==> config.mk <==
export PLATFORM = sky130hd
export DESIGN_NAME = secded_decode_pipe_flat
export DESIGN_NICKNAME = d
export VERILOG_FILES = /design/src/rtl/secded_decode_pipe_if.sv /design/src/rtl/secded_decode_pipe.sv /design/src/flat_wrapper.sv
export SDC_FILE = /design/constraint.sdc
export NUM_CORES = 1
export LEC_CHECK = 0
export ABC_AREA = 0
export CAP_MARGIN = 20
export CELL_PAD_IN_SITES_DETAIL_PLACEMENT = 0
export CELL_PAD_IN_SITES_GLOBAL_PLACEMENT = 1
export CORE_MARGIN = 8
export CORE_UTILIZATION = 35
export DETAILED_ROUTE_END_ITERATION = 10
export GPL_TIMING_DRIVEN = 0
export PLACE_DENSITY = 0.72
export REMOVE_ABC_BUFFERS = 1
export SYNTH_ARGS = -nofsm -noshare
export SYNTH_HDL_FRONTEND = slang
export SYNTH_SLANG_ARGS = --single-unit
==> constraint.sdc <==
create_clock -name clk -period 2 [get_ports clk]
set_input_delay 0.4 -clock clk [delete_from_list [all_inputs] [get_ports clk]]
set_output_delay 0.4 -clock clk [all_outputs]
set_load 0.02 [all_outputs]
==> src/rtl/secded_decode_pipe_if.sv <==
// Stream bundle for the SEC-DED decoder: received word + check bits in, decoded word + syndrome/flags out.
// master drives the input word and out_ready; slave (the decoder) drives in_ready and the decoded result.
interface secded_decode_pipe_if #(
  parameter int DATA_W = 16,
  parameter int R      = 5
);
  logic              in_valid;
  logic              in_ready;
  logic [DATA_W-1:0] in_data;
  logic [R:0]        in_check;
  logic              out_valid;
  logic              out_ready;
  logic [DATA_W-1:0] out_data;
  logic [R-1:0]      out_syn;
  logic              out_sec;
  logic              out_ded;

  modport master (
    output in_valid, in_data, in_check, out_ready,
    input  in_ready, out_valid, out_data, out_syn, out_sec, out_ded
  );

  modport slave (
    input  in_valid, in_data, in_check, out_ready,
    output in_ready, out_valid, out_data, out_syn, out_sec, out_ded
  );
endinterface

==> src/rtl/secded_decode_pipe.sv <==
// Pipelined SEC-DED (extended Hamming) decoder with saturating error counters; 2-cycle latency, 1 word/cycle.
// A stage loads when empty or when its successor drains; in_ready drops only with both stages full and out_ready low.
module secded_decode_pipe #(
  parameter int DATA_W = 16,
  parameter int R      = 5,
  parameter int CNT_W  = 16
) (
  input  logic                clk,
  input  logic                rst,
  secded_decode_pipe_if.slave io,
  input  logic                cfg_correct,
  input  logic                cnt_clr,
  output logic [CNT_W-1:0]    sec_cnt,
  output logic [CNT_W-1:0]    ded_cnt
);
  localparam int N    = DATA_W + R;
  localparam bit R_OK = (DATA_W >= 4) && ((1 << R) >= N + 1) && ((1 << (R - 1)) < N + 1);

  // Codeword position of data bit j: the j-th position that is not a power of two.
  function automatic int data_pos(int j);
    int p;
    int k;
    p = 0;
    k = -1;
    while (k < j) begin
      p = p + 1;
      if ((p & (p - 1)) != 0) k = k + 1;
    end
    return p;
  endfunction

  logic [DATA_W-1:0][R-1:0] dsyn;
  logic [DATA_W-1:0]        flip;
  logic [R-1:0]             syn_c;
  logic                     p_c;

  logic                     s1_vld;
  logic [DATA_W-1:0]        s1_dat;
  logic [R-1:0]             s1_syn;
  logic                     s1_p;
  logic                     s1_cor;

  logic                     s2_vld;
  logic [DATA_W-1:0]        s2_dat;
  logic [R-1:0]             s2_syn;
  logic                     s2_sec;
  logic                     s2_ded;

  logic                     s1_en;
  logic                     s2_en;
  logic                     fire;
  logic                     pow2;
  logic                     in_range;
  logic                     is_sec;
  logic                     is_ded;
  logic [DATA_W-1:0]        cor_dat;

  // The syndrome equals the XOR of the positions of all set codeword bits; check bit i sits at 2^i.
  for (genvar j = 0; j < DATA_W; j++) begin : g_pos
    localparam logic [R-1:0] POS = R'(data_pos(j));
    assign dsyn[j] = io.in_data[j] ? POS : '0;
    assign flip[j] = (s1_syn == POS);
  end

  always_comb begin
    syn_c = io.in_check[R-1:0];
    for (int j = 0; j < DATA_W; j++) syn_c = syn_c ^ dsyn[j];
  end

  assign p_c = ^{io.in_data, io.in_check};

  always_comb begin
    pow2     = (s1_syn & (s1_syn - R'(1))) == '0;
    in_range = int'(s1_syn) <= N;
    is_sec   = s1_p & (pow2 | in_range);
    is_ded   = s1_p ? !(pow2 | in_range) : (s1_syn != '0);
    cor_dat  = (s1_p & s1_cor) ? (s1_dat ^ flip) : s1_dat;
  end

  assign s2_en       = !s2_vld | io.out_ready;
  assign s1_en       = !s1_vld | s2_en;
  assign io.in_ready = s1_en;
  assign fire        = s2_vld & io.out_ready;

  always_ff @(posedge clk) begin
    if (rst) begin
      s1_vld <= 1'b0;
      s1_dat <= '0;
      s1_syn <= '0;
      s1_p   <= 1'b0;
      s1_cor <= 1'b0;
    end else if (s1_en) begin
      s1_vld <= io.in_valid;
      if (io.in_valid) begin
        s1_dat <= io.in_data;
        s1_syn <= syn_c;
        s1_p   <= p_c;
        s1_cor <= cfg_correct;
      end
    end
  end

  always_ff @(posedge clk) begin
    if (rst) begin
      s2_vld <= 1'b0;
      s2_dat <= '0;
      s2_syn <= '0;
      s2_sec <= 1'b0;
      s2_ded <= 1'b0;
    end else if (s2_en) begin
      s2_vld <= s1_vld;
      if (s1_vld) begin
        s2_dat <= cor_dat;
        s2_syn <= s1_syn;
        s2_sec <= is_sec;
        s2_ded <= is_ded;
      end
    end
  end

  assign io.out_valid = s2_vld;
  assign io.out_data  = s2_dat;
  assign io.out_syn   = s2_syn;
  assign io.out_sec   = s2_sec;
  assign io.out_ded   = s2_ded;

  // Clear has priority over a same-cycle delivery.
  always_ff @(posedge clk) begin
    if (rst || cnt_clr) begin
      sec_cnt <= '0;
      ded_cnt <= '0;
    end else if (fire) begin
      if (s2_sec && sec_cnt != '1) sec_cnt <= sec_cnt + CNT_W'(1);
      if (s2_ded && ded_cnt != '1) ded_cnt <= ded_cnt + CNT_W'(1);
    end
  end

  always_ff @(posedge clk) begin
    if (!rst) assert (R_OK);
  end
endmodule

==> src/flat_wrapper.sv <==
// flat-port wrapper written by rule: the top's interface ports become plain ports
module secded_decode_pipe_flat 
#(
  parameter int DATA_W = 16,
  parameter int R      = 5,
  parameter int CNT_W  = 16
)
  (clk, rst, cfg_correct, cnt_clr, sec_cnt, ded_cnt, io_in_valid, io_in_data, io_in_check, io_out_ready, io_in_ready, io_out_valid, io_out_data, io_out_syn, io_out_sec, io_out_ded);
  secded_decode_pipe_if #(.DATA_W(DATA_W), .R(R)) io_i ();
  input  logic clk;
  input  logic rst;
  input  logic cfg_correct;
  input  logic cnt_clr;
  output logic [CNT_W-1:0] sec_cnt;
  output logic [CNT_W-1:0] ded_cnt;
  input wire logic [$bits(io_i.in_valid)-1:0] io_in_valid;
  input wire logic [$bits(io_i.in_data)-1:0] io_in_data;
  input wire logic [$bits(io_i.in_check)-1:0] io_in_check;
  input wire logic [$bits(io_i.out_ready)-1:0] io_out_ready;
  output wire logic [$bits(io_i.in_ready)-1:0] io_in_ready;
  output wire logic [$bits(io_i.out_valid)-1:0] io_out_valid;
  output wire logic [$bits(io_i.out_data)-1:0] io_out_data;
  output wire logic [$bits(io_i.out_syn)-1:0] io_out_syn;
  output wire logic [$bits(io_i.out_sec)-1:0] io_out_sec;
  output wire logic [$bits(io_i.out_ded)-1:0] io_out_ded;
  assign io_i.in_valid = io_in_valid;
  assign io_i.in_data = io_in_data;
  assign io_i.in_check = io_in_check;
  assign io_i.out_ready = io_out_ready;
  assign io_in_ready = io_i.in_ready;
  assign io_out_valid = io_i.out_valid;
  assign io_out_data = io_i.out_data;
  assign io_out_syn = io_i.out_syn;
  assign io_out_sec = io_i.out_sec;
  assign io_out_ded = io_i.out_ded;
  secded_decode_pipe #(.DATA_W(DATA_W), .R(R), .CNT_W(CNT_W)) u_core (.clk(clk), .rst(rst), .io(io_i), .cfg_correct(cfg_correct), .cnt_clr(cnt_clr), .sec_cnt(sec_cnt), .ded_cnt(ded_cnt));
endmodule
==> results of run 1 <==
## where the power goes
group | leakage [nW] | internal [mW] | switching [mW]
combinational | 0.944 | 0.336 | 0.316
clock | 0.130 | 0.991 | 0.603
sequential | 0.653 | 1.67 | 0.0779
## area by class of cell
type,instances,area [sq um],share of cell area (%)
tap,140,175.2,3.314
timing repair buffer,91,917.1,17.35
clock inverter,5,127.6,2.414
inverter,8,30.03,0.5680
clock buffer,11,141.4,2.675
multi-input combinational,351,2292,43.36
sequential,80,1603,30.32
## critical path: cells and delay by family
| kind | cells | cell delay, ns |
|---|---|---|
| AO/OA/AOI/OAI | 1 | 0.21 |
| buffers and inverters | 1 | 0.57 |
| XOR/XNOR | 4 | 1.02 |
## cell families after synthesis
family / count (synthesis) / share of synthesized area, %
compound gates: 76 / 12.51
mux: 3 / 0.7717
xor+xnor: 64 / 16.75
buf+inv: 31 / 3.119
simple gates: 206 / 25.05
flops: 80 / 41.16
fa+ha+maj: 2 / 0.6430
## cell usage after synthesis
master,number
sky130_fd_sc_hd__inv_1,8
sky130_fd_sc_hd__nor4_2,2
sky130_fd_sc_hd__buf_1,1
sky130_fd_sc_hd__nand2_1,64
sky130_fd_sc_hd__and4_1,1
sky130_fd_sc_hd__or2_1,1
sky130_fd_sc_hd__nand3_1,14
sky130_fd_sc_hd__ha_1,2
sky130_fd_sc_hd__and3b_1,1
sky130_fd_sc_hd__xor2_2,2
sky130_fd_sc_hd__buf_2,4
sky130_fd_sc_hd__nand4b_1,1
sky130_fd_sc_hd__clkbuf_1,18
sky130_fd_sc_hd__xor2_1,8
sky130_fd_sc_hd__nor4_1,7
sky130_fd_sc_hd__or2_2,3
sky130_fd_sc_hd__a311oi_1,12
sky130_fd_sc_hd__a21oi_1,30
sky130_fd_sc_hd__nor3b_1,2
sky130_fd_sc_hd__a211oi_1,17
sky130_fd_sc_hd__dfxtp_1,80
sky130_fd_sc_hd__nor4b_1,1
sky130_fd_sc_hd__a2111oi_0,1
sky130_fd_sc_hd__o21ai_0,13
sky130_fd_sc_hd__and3_1,2
sky130_fd_sc_hd__xnor2_2,1
sky130_fd_sc_hd__nor2_1,61
sky130_fd_sc_hd__xnor2_1,48
sky130_fd_sc_hd__nor2b_1,3
sky130_fd_sc_hd__or3_1,16
sky130_fd_sc_hd__nor3_1,11
sky130_fd_sc_hd__a211oi_2,1
sky130_fd_sc_hd__nand3b_1,2
sky130_fd_sc_hd__xnor3_1,5
sky130_fd_sc_hd__or4_1,2
sky130_fd_sc_hd__o311ai_0,1
sky130_fd_sc_hd__nand2b_1,4
sky130_fd_sc_hd__mux2i_1,3
sky130_fd_sc_hd__o41ai_1,1
sky130_fd_sc_hd__and2_1,1
sky130_fd_sc_hd__nand4_1,7
## routing by layer
metal  wire [um]  vias to the layer above
met2        4591                       64
met1        4501                     1551
met5           0                        -
met4         121                        0
met3         577                       10
li1            -                     1761
## how the worst max path moves through the flow
| stage | start | to | slack (ns) |
|---|---|---|---|
| detailed placement | io_out_ready | u_core.sec_cnt[11]$_SDFFE_PP0P_ | -0.50 |
| floorplan | u_core.io.out_valid$_SDFFE_PP0P_ | u_core.io.out_ded$_SDFFE_PP0P_ | -0.43 |
| global route | u_core.ded_cnt[0]$_SDFFE_PP0P_ | u_core.ded_cnt[12]$_SDFFE_PP0P_ | 0.0002 |
| finish | io_in_data[7] | u_core.s1_p$_SDFFE_PP0P_ | 0.08 |
| global placement | io_out_ready | u_core.io.out_ded$_SDFFE_PP0P_ | -1.72 |
| CTS | io_in_data[15] | u_core.s1_p$_SDFFE_PP0P_ | 0.01 |
## registers in the layout, summed over array words and instances, names as in the netlist, 5 cells and up
name                count
u_core.io.out_syn       5
u_core.sec_cnt         16
u_core.s1_dat          16
u_core.io.out_data     16
u_core.s1_syn           5
u_core.ded_cnt         16
## through the flow
stage               std cells  power (mW)
floorplan                 439       2.152
global placement          663       2.389
detailed placement        664       2.399
CTS                       680       4.007
global route              686       4.173
finish                    686       3.989
## timing repair
item,in CTS,in global routing
setup buffers,0,6
endpoints found under the setup margin,21,51
pin swaps,1,7
gates resized for setup,9,20
==> results.txt, run 1 <==
* Outcome: complete, no violations
* Post-Synthesis Cells: 462
- Global-route wire length before repair: 16.27 mm
- Yosys top cell by area: sky130_fd_sc_hd__dfxtp_1
* Detailed-route via count: 3,386
* Signed area change from the synthesized netlist to the final layout: 35.85%
- Number of buffers added by the clock tree synthesis step: 9
- STA classifies the critical path startpoint as an input pin.
- The number of global-route vias before repair is 3,319.
- In this run the deepest clock path goes through 2 buffers.
- TritonCTS built the clock tree.
- In the finished design, the share of the clock period the worst path needs comes to 96.05%.
- Data on the critical path is required at its endpoint by 2.28 ns.
* Hold path endpoint: u_core.s1_dat[8]$_SDFFE_PP0P_
* Number of hold buffers added after cts: 0
- The worst hold path belongs to the class in2reg.
* H-tree depth: 3
- The worst-case IR drop observed on VDD is 0.0003412 V.
- Detail Placement HPWL: 7.107 mm
- Crit Path Category: in2reg
* Gr usage total: 13.45%
* Starting density of the core: 35.90%
- The share of the Yosys chip area taken by registers is 41.16%.
- Share of the synthesized area in the top cell type: 41.16%
- Origin of the critical flop-to-flop path: u_core.s1_syn[2]$_SDFFE_PP0P_
- Antenna cell count: 0
- Clock tree synthesis selected as its root buffer the cell sky130_fd_sc_hd__clkbuf_8.
- The clock net in this run drives a total of 80 sinks.
- The count of endpoints failing hold in the final timing report is 0.
- Count of unresolved DRC violations after routing: 0
- At the worst endpoint, the arrival time is 2.20 ns.
* Routed vias/inst: 4.936
- M3 GR Usage: 4.188%
* Setup tns final: 0 ns
- In the post-synthesis netlist, the biggest area contributors are sky130_fd_sc_hd__dfxtp_1, sky130_fd_sc_hd__xnor2_1, sky130_fd_sc_hd__nand2_1.
- Subtracting the final worst setup slack from the clock period gives 1.921 ns.
* Worst reg2reg setup slack: 0.14 ns
- In this run the core area contains 38 standard-cell rows.
- The top cell types in the final layout, fill and taps aside, are sky130_fd_sc_hd__dfxtp_1, sky130_fd_sc_hd__clkdlybuf4s50_1, sky130_fd_sc_hd__nand2_1.
* HP Start: io_in_data[8]
* Core utilization of the finished layout: 48.77%
- Total placed instance area: 4841 sq um
- Remaining Overflow, GRT: 0
- Die width: 121.4 um
- STA classifies the critical path endpoint as a flop.
- The largest single stage delay on the critical path is 0.57 ns.
* Global routing's busiest layer: met2
- On the final layout, the worst clock skew is 0.009122 ns.
* Filler instances: 1,083
* Reg-to-reg endpoint: u_core.io.out_data[15]$_SDFFE_PP0P_
- Entering global routing, the biggest net connects 50 pins.
- Clock network latency to the later pin of the worst-skew pair: 0.35 ns
* Ordered cell list for the critical path: clkdlybuf4s50_1 > xnor3_1 > xnor2_2 > xnor2_1 > xnor3_1 > a211oi_2
- Tightest Pin Transition: 0.9151 ns
- Cell Area, Synth: 3891 sq um
- Die height: 121.4 um
- Final slew viol count: 0
- For this block, the routed nets add up to 9.792 mm of wire.
- Worst Hold Depth: 3
- PwrDens: 754.5 nW/um^2
- The library cell used most frequently in the layout, excluding fill and tap cells, is sky130_fd_sc_hd__dfxtp_1.
- Buffers placed on the I/O ports in this run total 84.
* WL/cell: 14.27 um
- For this run, global-route usage on met2 was measured as 21.95%.
- Fraction of layout cells with a size suffix above 1: 9.707%
- The Yosys step of the flow raised 0 warnings.
- Cell leakage power: 1.726 nW
- Counting stages on the worst path, the most repeated cell is sky130_fd_sc_hd__xnor3_1.
- After routing the design area is 5286 sq um.
- Initial DRC Count: 197
- Setup violations remaining at the end of the flow were counted as 0.
- In this run the worst path has a maximum fanout of 3.
* Clock-pin slew of the registers on the worst-case setup and hold paths: 0.09 ns
- Antenna violations before repair: 0
- Boundary pin count: 85
- In the global route stage, met1 resource usage came out at 16.43%.
- The pre-antenna-repair detailed-routing pass consisted of 4 iterations.
- Setup repair after global routing could not meet its margin everywhere.
- Counting cells, the worst reg-to-reg path comes to 4.
- The net count of the finished layout is 571.
* Final critical-path setup slack: 0.07905 ns
- Slowest-stage cell, CP: sky130_fd_sc_hd__clkdlybuf4s50_1
- Max-cap check violation count: 0
- The count of nets left with antenna violations once routing finished came out at 0.
- Counting distinct cell types in the post-synthesis netlist gives 41.
* Routability-driven placement congestion ratio: 0.8104
- A synthesized cell averages 8.423 sq um.
- Overall die area: 14,750 sq um
* Highest Clock Rate: 0.5206 GHz
- Area of the placeable core: 10,840 sq um
- Post-placement setup slack: -0.4990 ns
- Worst slew slack as a fraction of its limit: 38.99%
- The synthesized design contains 80 register bits.
- Hold is met by 0.3725 ns.
Power figures use the tool's default switching activity.
==> run 2: changes to the inputs <==
--- a/config.mk
+++ b/config.mk
@@ -11,6 +11,7 @@
 export CELL_PAD_IN_SITES_GLOBAL_PLACEMENT = 1
 export CORE_MARGIN = 8
 export CORE_UTILIZATION = 35
+export CTS_CLUSTER_SIZE = 25
 export DETAILED_ROUTE_END_ITERATION = 10
 export GPL_TIMING_DRIVEN = 0
 export PLACE_DENSITY = 0.72
@@ -18,3 +19,4 @@
 export SYNTH_ARGS = -nofsm -noshare
 export SYNTH_HDL_FRONTEND = slang
 export SYNTH_SLANG_ARGS = --single-unit
+export TNS_END_PERCENT = 10
==> run 2 against run 1 <==
Critical path depth is the same. Fmax shrank 2.8%. Sequential power is essentially flat. Highest routed layer unchanged. Clock power is essentially flat. Clock skew is essentially flat. Die area is the same. Largest cell class unchanged. Total power shrank 0.65%. Critical endpoint unchanged. Worst setup slack lost 0.055 ns. Sequential cell count is the same.
==> results.txt, run 2 (same netlist as run 1, synthesis figures left out) <==
- The routed length per instance came to 14.36 um (+0.58%).
- Area occupied by registers: 1605 sq um (+0.16%)
- The area growth from synthesis to layout is 33.86%.
* Reg-to-reg endpoint: u_core.io.out_data[15]$_SDFFE_PP0P_
- The first-pass GRT wire length came to 16.27 mm (unchanged).
- The residual overflow from global routing came to 0 (unchanged).
- The worst relative slew slack is 38.47% (-0.52 points).
- Number of buffers inserted to repair setup after CTS: 0 (unchanged)
- Number of sinks on the clock net: 80 (unchanged)
- The library cell used most frequently in the layout, excluding fill and tap cells, is sky130_fd_sc_hd__clkdlybuf4s50_1.
- The fraction of layout instances using a drive strength above 1 was 8.704% (-1.0 points).
* Area of the placeable core: 10,840 sq um (unchanged)
* Detail Placement HPWL: 7.107 mm (unchanged)
- Worst Hold Depth: 2 (-1)
- Count of nets left with antenna violations after detail routing: 0 (unchanged)
* Die height: 121.4 um (unchanged)
- Vias in the first global route: 3,319 (unchanged)
- The number of pins exceeding their max-slew limit in the final report was 0 (unchanged).
* Time the final worst path needs with I/O delays and setup: 1.976 ns (+0.05493 ns)
- The total of buffers placed on input and output ports came to 84 (unchanged).
* Post-placement setup slack: -0.4990 ns (unchanged)
- The number of buffers created by CTS came to 9 (unchanged).
- Number of hold buffers added after cts: 0 (unchanged)
* Startpoint of the most critical setup path: io_in_data[1]
- The share of the core filled with cells is 48.05% (-0.72 points).
- H-tree depth: 3 (unchanged)
- The footprint of the multi-input gates came to 2267 sq um (-1.1%).
- Boundary pin count: 85 (unchanged)
- Cell type group with the largest total delay on the critical path: XOR/XNOR gates
- Worst setup endpoint: u_core.s1_p$_SDFFE_PP0P_
- The total negative slack is 0 ns (unchanged).
* First-pass iteration count of the detailed router: 5 (+1)
- The initial core utilization was 35.90% (unchanged).
- The initial antenna violation count is 0 (unchanged).
* TritonCTS clock tree: built
- Max-cap check violation count: 0 (unchanged)
* Cell seen most often among critical-path stages: sky130_fd_sc_hd__xnor3_1
- Buffer levels on the longest clock path: 2 (unchanged)
- Crit path capture type: flop
- Setup repair after global routing could not meet its margin everywhere.
- Crit Path Category: in2reg
- The tree is rooted in a sky130_fd_sc_hd__clkbuf_8.
- STA classifies the critical path startpoint as an input pin.
- The total vias in the final route was 3,355 (-0.92%).
- The logic depth of the worst setup path including buffers came to 6 (unchanged).
* Overall die area: 14,750 sq um (unchanged)
- The run finished with clean final reports.
* Fin crit share: 98.79% (+2.7 points)
- The width of the die was 121.4 um (unchanged).
- Routed vias/inst: 4.934 (about the same)
* Antenna cell count: 0 (unchanged)
* Peak per-stage delay on the critical path: 0.52 ns (-0.05 ns)
- Highest Clock Rate: 0.5061 GHz (-2.8%)
- The signal on the critical path passes through clkdlybuf4s50_1 > xnor3_1 > xnor2_2 > xnor2_1 > xnor3_1 > a211oi_2.
- The slack of the critical path was 0.02412 ns (-0.05493 ns).
- Clock network latency to the later pin of the worst-skew pair: 0.35 ns (about the same)
- Routability-driven placement congestion ratio: 0.8104 (unchanged)
- The maximum number of pins on one net before global-route repair came to 50 (unchanged).
- Highest net fanout along the worst path: 3 (unchanged)
- The measured slew at the worst slew-check pin was 0.9229 ns (+0.007839 ns).
* Required time reported for the critical path endpoint: 2.28 ns (about the same)
* Clock skew: 0.009010 ns (-0.0001119 ns)
- The final layout net count was 565 (-1.1%).
* Clock-pin slew of the registers on the worst-case setup and hold paths: 0.08 ns (about the same)
* Leading cell types in the layout, fill and taps excluded: sky130_fd_sc_hd__clkdlybuf4s50_1, sky130_fd_sc_hd__dfxtp_1, sky130_fd_sc_hd__nand2_1
- Design Power: 3.963 mW (-0.65%)
- The static leakage was 1.650 nW (-4.4%).
- PwrDens: 760.8 nW/um^2 (+0.83%)
- Data arrival at the endpoint of the critical path: 2.25 ns (+0.05 ns)
* Count of unresolved DRC violations after routing: 0 (unchanged)
* Worst path bufs/invs: 1 (unchanged)
- The startpoint identified for the worst register-to-register timing path is u_core.s1_syn[2]$_SDFFE_PP0P_.
* Routed WL: 9.763 mm (-0.30%)
- Filler instances: 1,093 (+0.92%)
- Maximum ir drop on the vdd rail: 0.0003380 V (-0.96%)
- Worst reg2reg setup slack: 0.14 ns (about the same)
- Kind of path behind the tightest hold check: reg2reg
- # rows: 38 (unchanged)
- Slowest-stage cell, CP: sky130_fd_sc_hd__clkdlybuf4s50_1
- The overall routing resource usage is 13.45% (unchanged).
- Initial DRC Count: 199 (+1.0%)
* Finish-stage setup viols: 0 (unchanged)
* Hold Vio Cnt, Final: 0 (unchanged)
- Cells on worst reg2reg path: 4 (unchanged)
run 2: cell count changes in the layout (fill, tap and decap cells not counted), sizes merged:
cell,delta
dlymetal6s2s,-4
buf,-6
clkdlybuf4s50,+4
run 2: how the worst min path moves through the flow:
stage	start	endpoint	slack (ns)
after floorplan	u_core.s1_dat[10]$_SDFFE_PP0P_	u_core.s1_dat[10]$_SDFFE_PP0P_	0.44
after global placement	u_core.s1_dat[2]$_SDFFE_PP0P_	u_core.s1_dat[2]$_SDFFE_PP0P_	0.45
after detailed placement	u_core.s1_dat[3]$_SDFFE_PP0P_	u_core.s1_dat[3]$_SDFFE_PP0P_	0.45
after CTS	u_core.s1_dat[3]$_SDFFE_PP0P_	u_core.s1_dat[3]$_SDFFE_PP0P_	0.46
after global routing	u_core.s1_dat[12]$_SDFFE_PP0P_	u_core.s1_dat[12]$_SDFFE_PP0P_	0.49
final	u_core.io.out_syn[2]$_SDFFE_PP0P_	u_core.io.out_syn[2]$_SDFFE_PP0P_	0.46
run 2: cell type report:
cell class | instances | area share [%]
multi-input combinational | 351 | 43.53
sequential | 80 | 30.82
timing repair buffer | 85 | 16.55
tap | 140 | 3.363
clock buffer | 11 | 2.714
clock inverter | 5 | 2.450
inverter | 8 | 0.5765
run 2: routing by layer:
metal	share of wire, %	global-route usage (%)	vias up	wire, um
li1	-	-	1752	-
met1	46	16.43	1530	4511
met2	47	21.95	63	4568
met3	5.8	4.188	10	563
met4	1.2	4.395	0	121
met5	0	0	-	0
run 2: tightest hold or removal path: stages (launching register included):
cell                      delay (ns)
sky130_fd_sc_hd__dfxtp_1        0.31
sky130_fd_sc_hd__nand2_1        0.05
sky130_fd_sc_hd__a21oi_1        0.05
run 2: metrics by stage:
step                      cell area (sq um)  instances  hold slack (ns)
final                                  5209        680           0.4614
after detailed placement               4841        664           0.4533
after CTS                              5152        680           0.4641
after floorplan                        3800        439           0.4355
after global routing                   5209        680           0.4895
after global placement                 4816        663           0.4477
run 2: report_power, final:
| part | total [mW] | leakage, nW | internal (mW) | switching [mW] |
|---|---|---|---|---|
| Combinational | 0.629 | 0.866 | 0.318 | 0.311 |
| Clock | 1.59 | 0.130 | 0.990 | 0.600 |
| Sequential | 1.74 | 0.654 | 1.67 | 0.0777 |
| Total | 3.96 | 1.65 | 2.97 | 0.988 |
run 2: timing repair:
action                                  CTS  global route
endpoints found under the setup margin   21            50
pin swaps                                 1             0
gates resized for setup                   8            15
gates cloned                              0             0
